==> src/rtl/axi_dma_seq_pkg.sv <==
// Shared definitions for the AXI DMA block sequencer.
//   dma_state_e    : per-channel FSM encoding (3 bits, ST_IDLE..ST_DONE)
//   DMA_BLK_SHIFT  : default log2(bytes per block)
package axi_dma_seq_pkg;

  typedef enum logic [2:0] {
    ST_IDLE = 3'd0,
    ST_REQ  = 3'd1,
    ST_WAIT = 3'd2,
    ST_SYNC = 3'd3,
    ST_DONE = 3'd4
  } dma_state_e;

  localparam int unsigned DMA_BLK_SHIFT = 6;

endpackage

==> src/rtl/dma_seq_chan.sv <==
// One DMA sequencer channel: request FSM, block counter, busy/done.
// TWO_D=1 (read side) adds a row counter and a row-base accumulator, so the
// address walks rows x blocks with a programmable stride and no multiplier.
// TWO_D=0 (write side) adds the per-word data counter within each burst.
// Optional macro DMA_SEQ_PERF_EN enables the busy-cycle counter on cycles_o;
// without it cycles_o is tied to 0.
// Ports:
//   clk, rst       clock, async active-high reset
//   start_i        start pulse, accepted only in IDLE (latches all config)
//   base_i         region base byte address
//   blks_i         blocks per row (2-D) or total blocks (linear)
//   rows_i         row count (2-D only)
//   stride_i       byte distance between row starts (2-D only)
//   num_trans_i    words per burst (linear only; 0 behaves as 1)
//   xfer_done_i    master burst-complete pulse, honoured only in WAIT
//   word_req_i     master consumed one word (linear only, honoured in WAIT)
//   req_o          block request pulse
//   addr_o         block address (2-D) / current word address (linear)
//   data_cnt_o     word index within the current burst (0 for 2-D)
//   busy_o/done_o  channel active / 1-cycle completion pulse
//   cycles_o       busy-cycle count
module dma_seq_chan
  import axi_dma_seq_pkg::*;
#(
  parameter int unsigned AXI_WIDTH_AD = 32,
  parameter int unsigned BIT_TRANS    = 18,
  parameter int unsigned BIT_BLK      = 16,
  parameter int unsigned BIT_ROW      = 11,
  parameter int unsigned BLK_SHIFT    = DMA_BLK_SHIFT,
  parameter bit          TWO_D        = 1'b1
) (
  input  logic                    clk,
  input  logic                    rst,
  input  logic                    start_i,
  input  logic [AXI_WIDTH_AD-1:0] base_i,
  input  logic [BIT_BLK-1:0]      blks_i,
  input  logic [BIT_ROW-1:0]      rows_i,
  input  logic [AXI_WIDTH_AD-1:0] stride_i,
  input  logic [BIT_TRANS-1:0]    num_trans_i,
  input  logic                    xfer_done_i,
  input  logic                    word_req_i,
  output logic                    req_o,
  output logic [AXI_WIDTH_AD-1:0] addr_o,
  output logic [BIT_TRANS-1:0]    data_cnt_o,
  output logic                    busy_o,
  output logic                    done_o,
  output logic [31:0]             cycles_o
);

  dma_state_e state_q, state_d;

  logic [AXI_WIDTH_AD-1:0] base_q;
  logic [AXI_WIDTH_AD-1:0] row_base;
  logic [BIT_BLK-1:0]      blks_q;
  logic [BIT_BLK-1:0]      blk_idx_q;
  logic                    accept;
  logic                    zero_len;
  logic                    blk_wrap;
  logic                    last_blk;
  logic                    advance;

  assign accept  = (state_q == ST_IDLE) && start_i;
  // Step to the next block only on a non-final burst completion.
  assign advance = (state_q == ST_WAIT) && xfer_done_i && !last_blk;

  always_ff @(posedge clk or posedge rst) begin
    if (rst) state_q <= ST_IDLE;
    else     state_q <= state_d;
  end

  always_comb begin
    state_d = state_q;
    case (state_q)
      ST_IDLE: if (start_i) state_d = zero_len ? ST_DONE : ST_REQ;
      ST_REQ:  state_d = ST_WAIT;
      ST_WAIT: if (xfer_done_i) state_d = last_blk ? ST_DONE : ST_SYNC;
      ST_SYNC: state_d = ST_REQ;
      ST_DONE: state_d = ST_IDLE;
      default: state_d = ST_IDLE;
    endcase
  end

  assign req_o  = (state_q == ST_REQ);
  assign done_o = (state_q == ST_DONE);
  assign busy_o = (state_q != ST_IDLE);

  always_ff @(posedge clk or posedge rst) begin
    if (rst) begin
      base_q    <= '0;
      blks_q    <= '0;
      blk_idx_q <= '0;
    end else if (accept) begin
      base_q    <= base_i;
      blks_q    <= blks_i;
      blk_idx_q <= '0;
    end else if (advance) begin
      blk_idx_q <= blk_wrap ? '0 : blk_idx_q + BIT_BLK'(1);
    end
  end

  assign addr_o = base_q + row_base
                + (AXI_WIDTH_AD'(blk_idx_q) << BLK_SHIFT)
                + (AXI_WIDTH_AD'(data_cnt_o) << 2);

  if (TWO_D) begin : g_rows
    logic [BIT_ROW-1:0]      rows_q;
    logic [BIT_ROW-1:0]      row_idx_q;
    logic [AXI_WIDTH_AD-1:0] stride_q;
    logic [AXI_WIDTH_AD-1:0] row_base_q;
    logic                    unused_lin;

    assign unused_lin = ^{num_trans_i, word_req_i};
    assign zero_len   = (rows_i == '0) || (blks_i == '0);
    assign blk_wrap   = (blk_idx_q == blks_q - BIT_BLK'(1));
    assign last_blk   = blk_wrap && (row_idx_q == rows_q - BIT_ROW'(1));
    assign row_base   = row_base_q;
    assign data_cnt_o = '0;

    // Row start is accumulated on each row wrap instead of row_idx*stride.
    always_ff @(posedge clk or posedge rst) begin
      if (rst) begin
        rows_q     <= '0;
        row_idx_q  <= '0;
        stride_q   <= '0;
        row_base_q <= '0;
      end else if (accept) begin
        rows_q     <= rows_i;
        stride_q   <= stride_i;
        row_idx_q  <= '0;
        row_base_q <= '0;
      end else if (advance && blk_wrap) begin
        row_idx_q  <= row_idx_q + BIT_ROW'(1);
        row_base_q <= row_base_q + stride_q;
      end
    end
  end else begin : g_lin
    logic [BIT_TRANS-1:0] num_trans_q;
    logic [BIT_TRANS-1:0] data_cnt_q;
    logic [BIT_TRANS-1:0] cnt_last;
    logic                 unused_rows;

    assign unused_rows = ^{rows_i, stride_i};
    assign zero_len    = (blks_i == '0);
    assign blk_wrap    = 1'b0;
    assign last_blk    = (blk_idx_q == blks_q - BIT_BLK'(1));
    assign row_base    = '0;
    // A zero burst length is treated as a single-word burst.
    assign cnt_last    = (num_trans_q == '0) ? '0 : num_trans_q - BIT_TRANS'(1);
    assign data_cnt_o  = data_cnt_q;

    always_ff @(posedge clk or posedge rst) begin
      if (rst) begin
        num_trans_q <= '0;
        data_cnt_q  <= '0;
      end else begin
        if (accept) num_trans_q <= num_trans_i;
        if (accept || state_q == ST_REQ) begin
          data_cnt_q <= '0;
        end else if (state_q == ST_WAIT && word_req_i) begin
          data_cnt_q <= (data_cnt_q == cnt_last) ? '0 : data_cnt_q + BIT_TRANS'(1);
        end
      end
    end
  end

`ifdef DMA_SEQ_PERF_EN
  logic [31:0] cycles_q;

  always_ff @(posedge clk or posedge rst) begin
    if (rst)         cycles_q <= '0;
    else if (accept) cycles_q <= '0;
    else if (busy_o) cycles_q <= cycles_q + 32'd1;
  end

  assign cycles_o = cycles_q;
`else
  assign cycles_o = '0;
`endif

endmodule

==> src/rtl/axi_dma_seq2d.sv <==
// DMA sequencer between the engine control registers and the AXI DMA masters.
// Read side walks a 2-D region (rows x blocks-per-row, programmable stride);
// write side walks a linear run of blocks with a per-word address and count.
// Both sides are independent dma_seq_chan instances.
// Optional macro DMA_SEQ_PERF_EN enables o_rd_cycles/o_wr_cycles busy counters;
// otherwise both ports read 0.
// Ports:
//   clk, rst                            clock, async active-high reset
//   i_start_rd / i_start_wr             start pulses (sampled only in IDLE)
//   i_base_address_rd/_wr               region base byte addresses
//   i_num_trans                         words per write burst
//   i_rd_blks_per_row, i_rd_num_rows    read region shape
//   i_rd_row_stride                     byte distance between read rows
//   i_wr_num_blks                       write block count
//   i_read_done / i_write_done          master burst-complete pulses
//   i_indata_req_wr                     write master consumed one word
//   o_ctrl_read / o_ctrl_write          request pulses
//   o_read_addr / o_write_addr          read block / write word address
//   o_write_data_cnt                    word index within write burst
//   o_rd_busy, o_rd_done, o_wr_busy, o_wr_done   status
//   o_rd_cycles / o_wr_cycles           busy-cycle counters
module axi_dma_seq2d
  import axi_dma_seq_pkg::*;
#(
  parameter int unsigned AXI_WIDTH_AD = 32,
  parameter int unsigned BIT_TRANS    = 18,
  parameter int unsigned BIT_BLK      = 16,
  parameter int unsigned BIT_ROW      = 11,
  parameter int unsigned BLK_SHIFT    = DMA_BLK_SHIFT
) (
  input  logic                    clk,
  input  logic                    rst,
  input  logic                    i_start_rd,
  input  logic                    i_start_wr,
  input  logic [AXI_WIDTH_AD-1:0] i_base_address_rd,
  input  logic [AXI_WIDTH_AD-1:0] i_base_address_wr,
  input  logic [BIT_TRANS-1:0]    i_num_trans,
  input  logic [BIT_BLK-1:0]      i_rd_blks_per_row,
  input  logic [BIT_ROW-1:0]      i_rd_num_rows,
  input  logic [AXI_WIDTH_AD-1:0] i_rd_row_stride,
  input  logic [BIT_BLK-1:0]      i_wr_num_blks,
  input  logic                    i_read_done,
  output logic                    o_ctrl_read,
  output logic [AXI_WIDTH_AD-1:0] o_read_addr,
  output logic                    o_rd_busy,
  output logic                    o_rd_done,
  input  logic                    i_write_done,
  input  logic                    i_indata_req_wr,
  output logic                    o_ctrl_write,
  output logic [AXI_WIDTH_AD-1:0] o_write_addr,
  output logic [BIT_TRANS-1:0]    o_write_data_cnt,
  output logic                    o_wr_busy,
  output logic                    o_wr_done,
  output logic [31:0]             o_rd_cycles,
  output logic [31:0]             o_wr_cycles
);

  logic [BIT_TRANS-1:0] unused_rd_cnt;

  dma_seq_chan #(
    .AXI_WIDTH_AD (AXI_WIDTH_AD),
    .BIT_TRANS    (BIT_TRANS),
    .BIT_BLK      (BIT_BLK),
    .BIT_ROW      (BIT_ROW),
    .BLK_SHIFT    (BLK_SHIFT),
    .TWO_D        (1'b1)
  ) u_rd (
    .clk         (clk),
    .rst         (rst),
    .start_i     (i_start_rd),
    .base_i      (i_base_address_rd),
    .blks_i      (i_rd_blks_per_row),
    .rows_i      (i_rd_num_rows),
    .stride_i    (i_rd_row_stride),
    .num_trans_i ('0),
    .xfer_done_i (i_read_done),
    .word_req_i  (1'b0),
    .req_o       (o_ctrl_read),
    .addr_o      (o_read_addr),
    .data_cnt_o  (unused_rd_cnt),
    .busy_o      (o_rd_busy),
    .done_o      (o_rd_done),
    .cycles_o    (o_rd_cycles)
  );

  dma_seq_chan #(
    .AXI_WIDTH_AD (AXI_WIDTH_AD),
    .BIT_TRANS    (BIT_TRANS),
    .BIT_BLK      (BIT_BLK),
    .BIT_ROW      (BIT_ROW),
    .BLK_SHIFT    (BLK_SHIFT),
    .TWO_D        (1'b0)
  ) u_wr (
    .clk         (clk),
    .rst         (rst),
    .start_i     (i_start_wr),
    .base_i      (i_base_address_wr),
    .blks_i      (i_wr_num_blks),
    .rows_i      ('0),
    .stride_i    ('0),
    .num_trans_i (i_num_trans),
    .xfer_done_i (i_write_done),
    .word_req_i  (i_indata_req_wr),
    .req_o       (o_ctrl_write),
    .addr_o      (o_write_addr),
    .data_cnt_o  (o_write_data_cnt),
    .busy_o      (o_wr_busy),
    .done_o      (o_wr_done),
    .cycles_o    (o_wr_cycles)
  );

endmodule

==> config.mk <==
export PLATFORM = sky130hd
export DESIGN_NAME = axi_dma_seq2d
export DESIGN_NICKNAME = d
export VERILOG_FILES = /design/src/rtl/axi_dma_seq_pkg.sv /design/src/rtl/dma_seq_chan.sv /design/src/rtl/axi_dma_seq2d.sv
export SDC_FILE = /design/constraint.sdc
export NUM_CORES = 1
export LEC_CHECK = 0
export CORE_ASPECT_RATIO = 1.4
export CORE_MARGIN = 2
export CORE_UTILIZATION = 30
export CTS_CLUSTER_SIZE = 8
export DETAILED_ROUTE_END_ITERATION = 8
export DONT_BUFFER_PORTS = 1
export PLACE_DENSITY = 0.55
export SETUP_SLACK_MARGIN = 0.02
export SLEW_MARGIN = 5
export SYNTH_ARGS = -nofsm -noshare
export SYNTH_HDL_FRONTEND = slang
export SYNTH_HIERARCHICAL = 1
export SYNTH_SLANG_ARGS = --single-unit
==> constraint.sdc <==
create_clock -name clk -period 6.7 [get_ports clk]
set_input_delay 0.67 -clock clk [delete_from_list [all_inputs] [get_ports clk]]
set_output_delay 0.67 -clock clk [all_outputs]
set_load 0.05 [all_outputs]
Word level (Yosys, flattened, before mapping):

Index checks and enable logic that the tools add are counted.

* equality and inequality tests: 16
* multiplexer cells: 23
* $add $sub $neg: 13
* reduce and logical (&&, ||, !) cells: 27

Operator list (count)
* 16-bit two-way mux: 5
* 18-bit two-way mux: 4
* 32-bit by 22-bit adder with 32-bit output: 2
* 32-bit adder: 2
* 32-bit two-way mux: 2
* 16-bit by 1-bit adder with 16-bit output (second input constant): 2
* 32-bit by 20-bit adder with 32-bit output: 1
* 16-bit == test: 2
* 16-bit logical NOT: 2
* 16-bit by 1-bit subtractor with 16-bit output (second input constant): 2
* 3-bit two-way mux: 8
* 3-bit case mux with 4 select lines: 2
* 11-bit two-way mux: 2
* 18-bit by 1-bit adder with 18-bit output (second input constant): 1
* 18-bit == test: 1
* 18-bit logical NOT: 1
* 18-bit by 1-bit subtractor with 18-bit output (second input constant): 1
* 3-bit by 2-bit == test with 1-bit output (second input constant): 4
* 11-bit by 1-bit adder with 11-bit output (second input constant): 1
* 11-bit == test: 1
* 11-bit logical NOT: 1
* 11-bit by 1-bit subtractor with 11-bit output (second input constant): 1
* 1-bit logical AND: 9
* 2-bit != test (second input constant): 4
* 8 further kinds: 18

* word-level logic and storage cells: 93
* register bits: 256
* output and inout bits: 152

Depth between registers and ports, before layout:

* word-level depth: 8
* gate-level depth with buffers: 15
* mapped depth without buffers: 13

Modules after synthesis:

The synthesis kept the hierarchy.

Modules (own cells, without submodules)
* dma_seq_chan (u_rd): area an instance 10797.9 um2, instances 1, cells an instance 1275
* dma_seq_chan (u_wr): area an instance 7975.1 um2, instances 1, cells an instance 955
* axi_dma_seq2d: area an instance 3.8 um2, instances 1, cells an instance 1

Worst setup path before layout:

No wires, ideal clock.

* path kind: reg2out
* from: register u_rd.blk_idx_q[8]
* to: output o_read_addr[29]
* path slack: 1.938 ns
* stages on the path, launching flop included: 12
* arrival: 4.092 ns
* data required time: 6.030 ns
* path through: dfrtp_1 > fa_1 > ha_1 > clkbuf_1 > a2111oi_0 > o21ai_0 > o21a_1 > a311oi_1 > o21ai_0 > a221oi_1 > a21oi_1 > a221oi_1

* word-level cells in the longest chain between the ends: 1

Ends and longest elaborated chain
* from (decl): line dma_seq_chan.sv:55 `logic [BIT_BLK-1:0] blk_idx_q;`
* from (signal assigned): line dma_seq_chan.sv:97 `blk_idx_q <= blk_wrap ? '0 : blk_idx_q + BIT_BLK'(1);`
* 32-bit by 22-bit adder with 32-bit output: line dma_seq_chan.sv:102 `+ (AXI_WIDTH_AD'(blk_idx_q) << BLK_SHIFT)`
* to (decl): line axi_dma_seq2d.sv:44 `output logic [AXI_WIDTH_AD-1:0] o_read_addr,`

No other way between the ends.

Final worst setup path:

* from: register u_wr.g_lin.data_cnt_q[1], in the netlist u_wr/data_cnt_o[1]
* to: output o_write_addr[25]

* word-level cells in the longest chain between the ends: 1

Ends and longest elaborated chain
* from (decl): line dma_seq_chan.sv:138 `logic [BIT_TRANS-1:0] data_cnt_q;`
* from (signal assigned): line dma_seq_chan.sv:160 `data_cnt_q <= (data_cnt_q == cnt_last) ? '0 : data_cnt_q + BIT_TRANS'(1);`
* 32-bit by 20-bit adder with 32-bit output: line dma_seq_chan.sv:103 `+ (AXI_WIDTH_AD'(data_cnt_o) << 2);`
* to (decl): line axi_dma_seq2d.sv:50 `output logic [AXI_WIDTH_AD-1:0] o_write_addr,`

No other way between the ends.

==> results by group <==
Clock network
  • Reg clk slew, reported paths: around 0.05 ns
  • Worst skew pair latency: 0.55 ns
  • Cts repair resizes: 0
  • Setup bufs post-CTS: 0
  • Num CTS Buffers: 39
  • Hold buffers post-CTS: 0
  • Clock tree buffer depth: 3
  • CTS tree: done
  • Total clock sinks: 256
  • CTS root buffer: clkbuf_16
  • CTS H-tree lvls: 2

Timing
  • Setup ws final: 0.624 ns
  • Clock Skew: 0.0172 ns
  • RSZ-0062 raised after global routing: no
  • Final hold violations: 0
  • FMAX: between 150 and 200 MHz
  • # setup viols final: 0
  • Slew of the pin with the lowest slew margin: 1.25 ns
  • Final min period: slightly above 6 ns
  • Max-slew violations: 0
  • Slew HR: 16.1%
  • Period utilization: 90.7%
  • Sum of negative setup slack: 0 ns

Worst hold path
  • Hold crit path type: in2async

Setup path
  • Reg2reg start: u_rd/blks_q[0]
  • End of the critical path: o_write_addr[25]
  • CP Launch Type: register
  • Crit Path Class: reg2out
  • Reg2reg path depth: 13
  • Crit-path max FO: 8
  • CP max stage cell: dfrtp_1
  • Cell family with most CP delay: compound AO/OA/AOI/OAI gates
  • Critical path origin: u_wr/data_cnt_o[1]
  • CP max stage delay: 0.78 ns
  • WP buf/inv: 0
  • Crit path DAT: ~5.4 ns
  • CP Capture Type: output pin
  • WP depth: 11
  • Crit-path cells: ha_1 > ha_1 > fa_1 > a21oi_1 > o21bai_1 > a2111oi_0 > o21bai_1 > a311oi_1 > o21ai_0 > a41oi_1 > xnor2_1
  • Worst EP required: 6.03 ns
  • End of the worst register-to-register path: u_rd/g_rows.row_base_q[30]
  • R2r setup slk: 2.18 ns

Die
  • Row count: 108
  • Die width: 215 um
  • Num ports: 316
  • Die ar.: 64200 um2
  • Starting Density: between 30% and 40%
  • Chip height: approximately 300 um
  • Core Area: 61800 um2

Synth
  • YS warnings: 6
  • Syn_area_per_cell: 8.43 um2
  • Synth Cell Area: 18600 um2
  • Synth Instances: 2212

Cells and area
  • Layout cells sized above 1: 6.75%
  • Area grow syn2layout: 10.3%
  • Nets: 2520

Power
  • Sw Ratio: 48.7%
  • Clock power frac: 21.5%
  • Share of power burned in registers: 30.5%
  • Power Internal: 0.00444 W
  • Leakage: 9.90 nW
  • Combinational share of power: 48.0%
  • Maximum vdd drop: 0.304 mV
  • Switch Pwr: 0.00422 W
  • Power per Cell Area: 421 nW/um2

Global route
  • Largest net degree at the start of global routing: 84
  • GR Overflow Total: 0
  • Initial antenna violation count: 5
  • Number of global-route vias before repair: 16100
  • First-pass GRT wire length: ~92 mm
  • Gr usage total: 18.0%

Detailed routing
  • Drt wl/cell: 19.2 um
  • Vias per cell: roughly 5.2
  • Initial DRC count: 1147
  • Vias: 15900
  • Final wirelength: slightly below 60 mm
  • DRC violations left: 0
  • First-pass detailed-route iteration total: 5
  • Number of routed nets with antenna violations: 0

Placement
  • Worst slack at placement: 1.20 ns
  • Dpl hpwl: roughly 45 mm
  • Placer Congestion: 0.914
  • IO buf count: 0

Run
  • Max cap viols: 0

Run status
  • Status: finished, final reports clean
[state kept, by name (all words and copies together), names as in the netlist, 16 cells and up]
name	count
u_rd/base_q	32
u_rd/g_rows.row_base_q	32
u_rd/g_rows.stride_q	32
u_wr/base_q	32
u_wr/data_cnt_o	18
u_wr/g_lin.num_trans_q	18
u_rd/blk_idx_q	16
u_rd/blks_q	16
u_wr/blk_idx_q	16
u_wr/blks_q	16
[cells in the final DEF (no fill, tap or decap), drive strengths merged, types with 15 or more instances in the layout]
cell type  count
a21o          38
a21oi        112
a31oi         15
and3          33
buf           54
clkbuf        45
conb          64
dfrtp        256
fa            33
ha           110
inv           64
mux2i         24
nand2        539
nand3         52
nand4         23
nor2         132
nor3          39
nor4          31
o211ai        31
o21ai        100
o31ai         18
or3           22
xnor2         96
xor2          60
[power groups by stage]
stage                     registers (W)  logic (W)  clock network (W)
final                           0.00264    0.00415            0.00186
after global placement          0.00264    0.00408                  0
after floorplan                 0.00240    0.00343                  0
after CTS                       0.00264    0.00418            0.00194
after global routing            0.00272    0.00458            0.00199
after detailed placement        0.00266    0.00414                  0
[layer usage]
| layer | global-route usage, % | vias to the layer above | share of wire, % |
|---|---|---|---|
| met4 | 7.59 | 8 | 4.2 |
| met5 | 0 | - | 0.075 |
| met2 | 33.4 | 490 | 51 |
| met1 | 19.6 | 7692 | 38 |
| met3 | 4.20 | 127 | 6.0 |
| li1 | - | 7562 | - |
[worst min path at each step]
stage | from | end
finish | rst | u_wr/base_q[24]
global route | rst | u_wr/base_q[24]
CTS | rst | u_rd/base_q[29]
detailed placement | u_rd/g_rows.stride_q[4] | u_rd/g_rows.stride_q[4]
global placement | u_rd/base_q[2] | u_rd/base_q[2]
floorplan | u_wr/base_q[0] | u_wr/base_q[0]
[metrics by stage]
step / utilization, % / hold slack, ns / instance area [um2] / total power, W / std cells
detailed placement: 31.5 / 0.473 / 19500 / 0.00681 / 2997
global placement: 31.5 / 0.467 / 19500 / 0.00673 / 2997
CTS: 33.3 / 0.0681 / 20600 / 0.00876 / 3046
floorplan: - / 0.447 / 18900 / 0.00584 / 2274
global route: 33.3 / 0.104 / 20600 / 0.00929 / 3047
finish: 33.3 / 0.0842 / 20600 / 0.00866 / 3047
[area by class of cell]
type                            instances  area [um2]
Inverter                               63         244
Multi-Input combinational cell       1799       11400
Sequential cell                       256        6410
Timing Repair Buffer                   54         405
Tap cell                              825        1030
Antenna cell                            1        2.50
Clock inverter                          4        62.6
Clock buffer                           45        1040
Fill cell                            6479       41200
No activity file was read; power rests on OpenSTA's default activity.
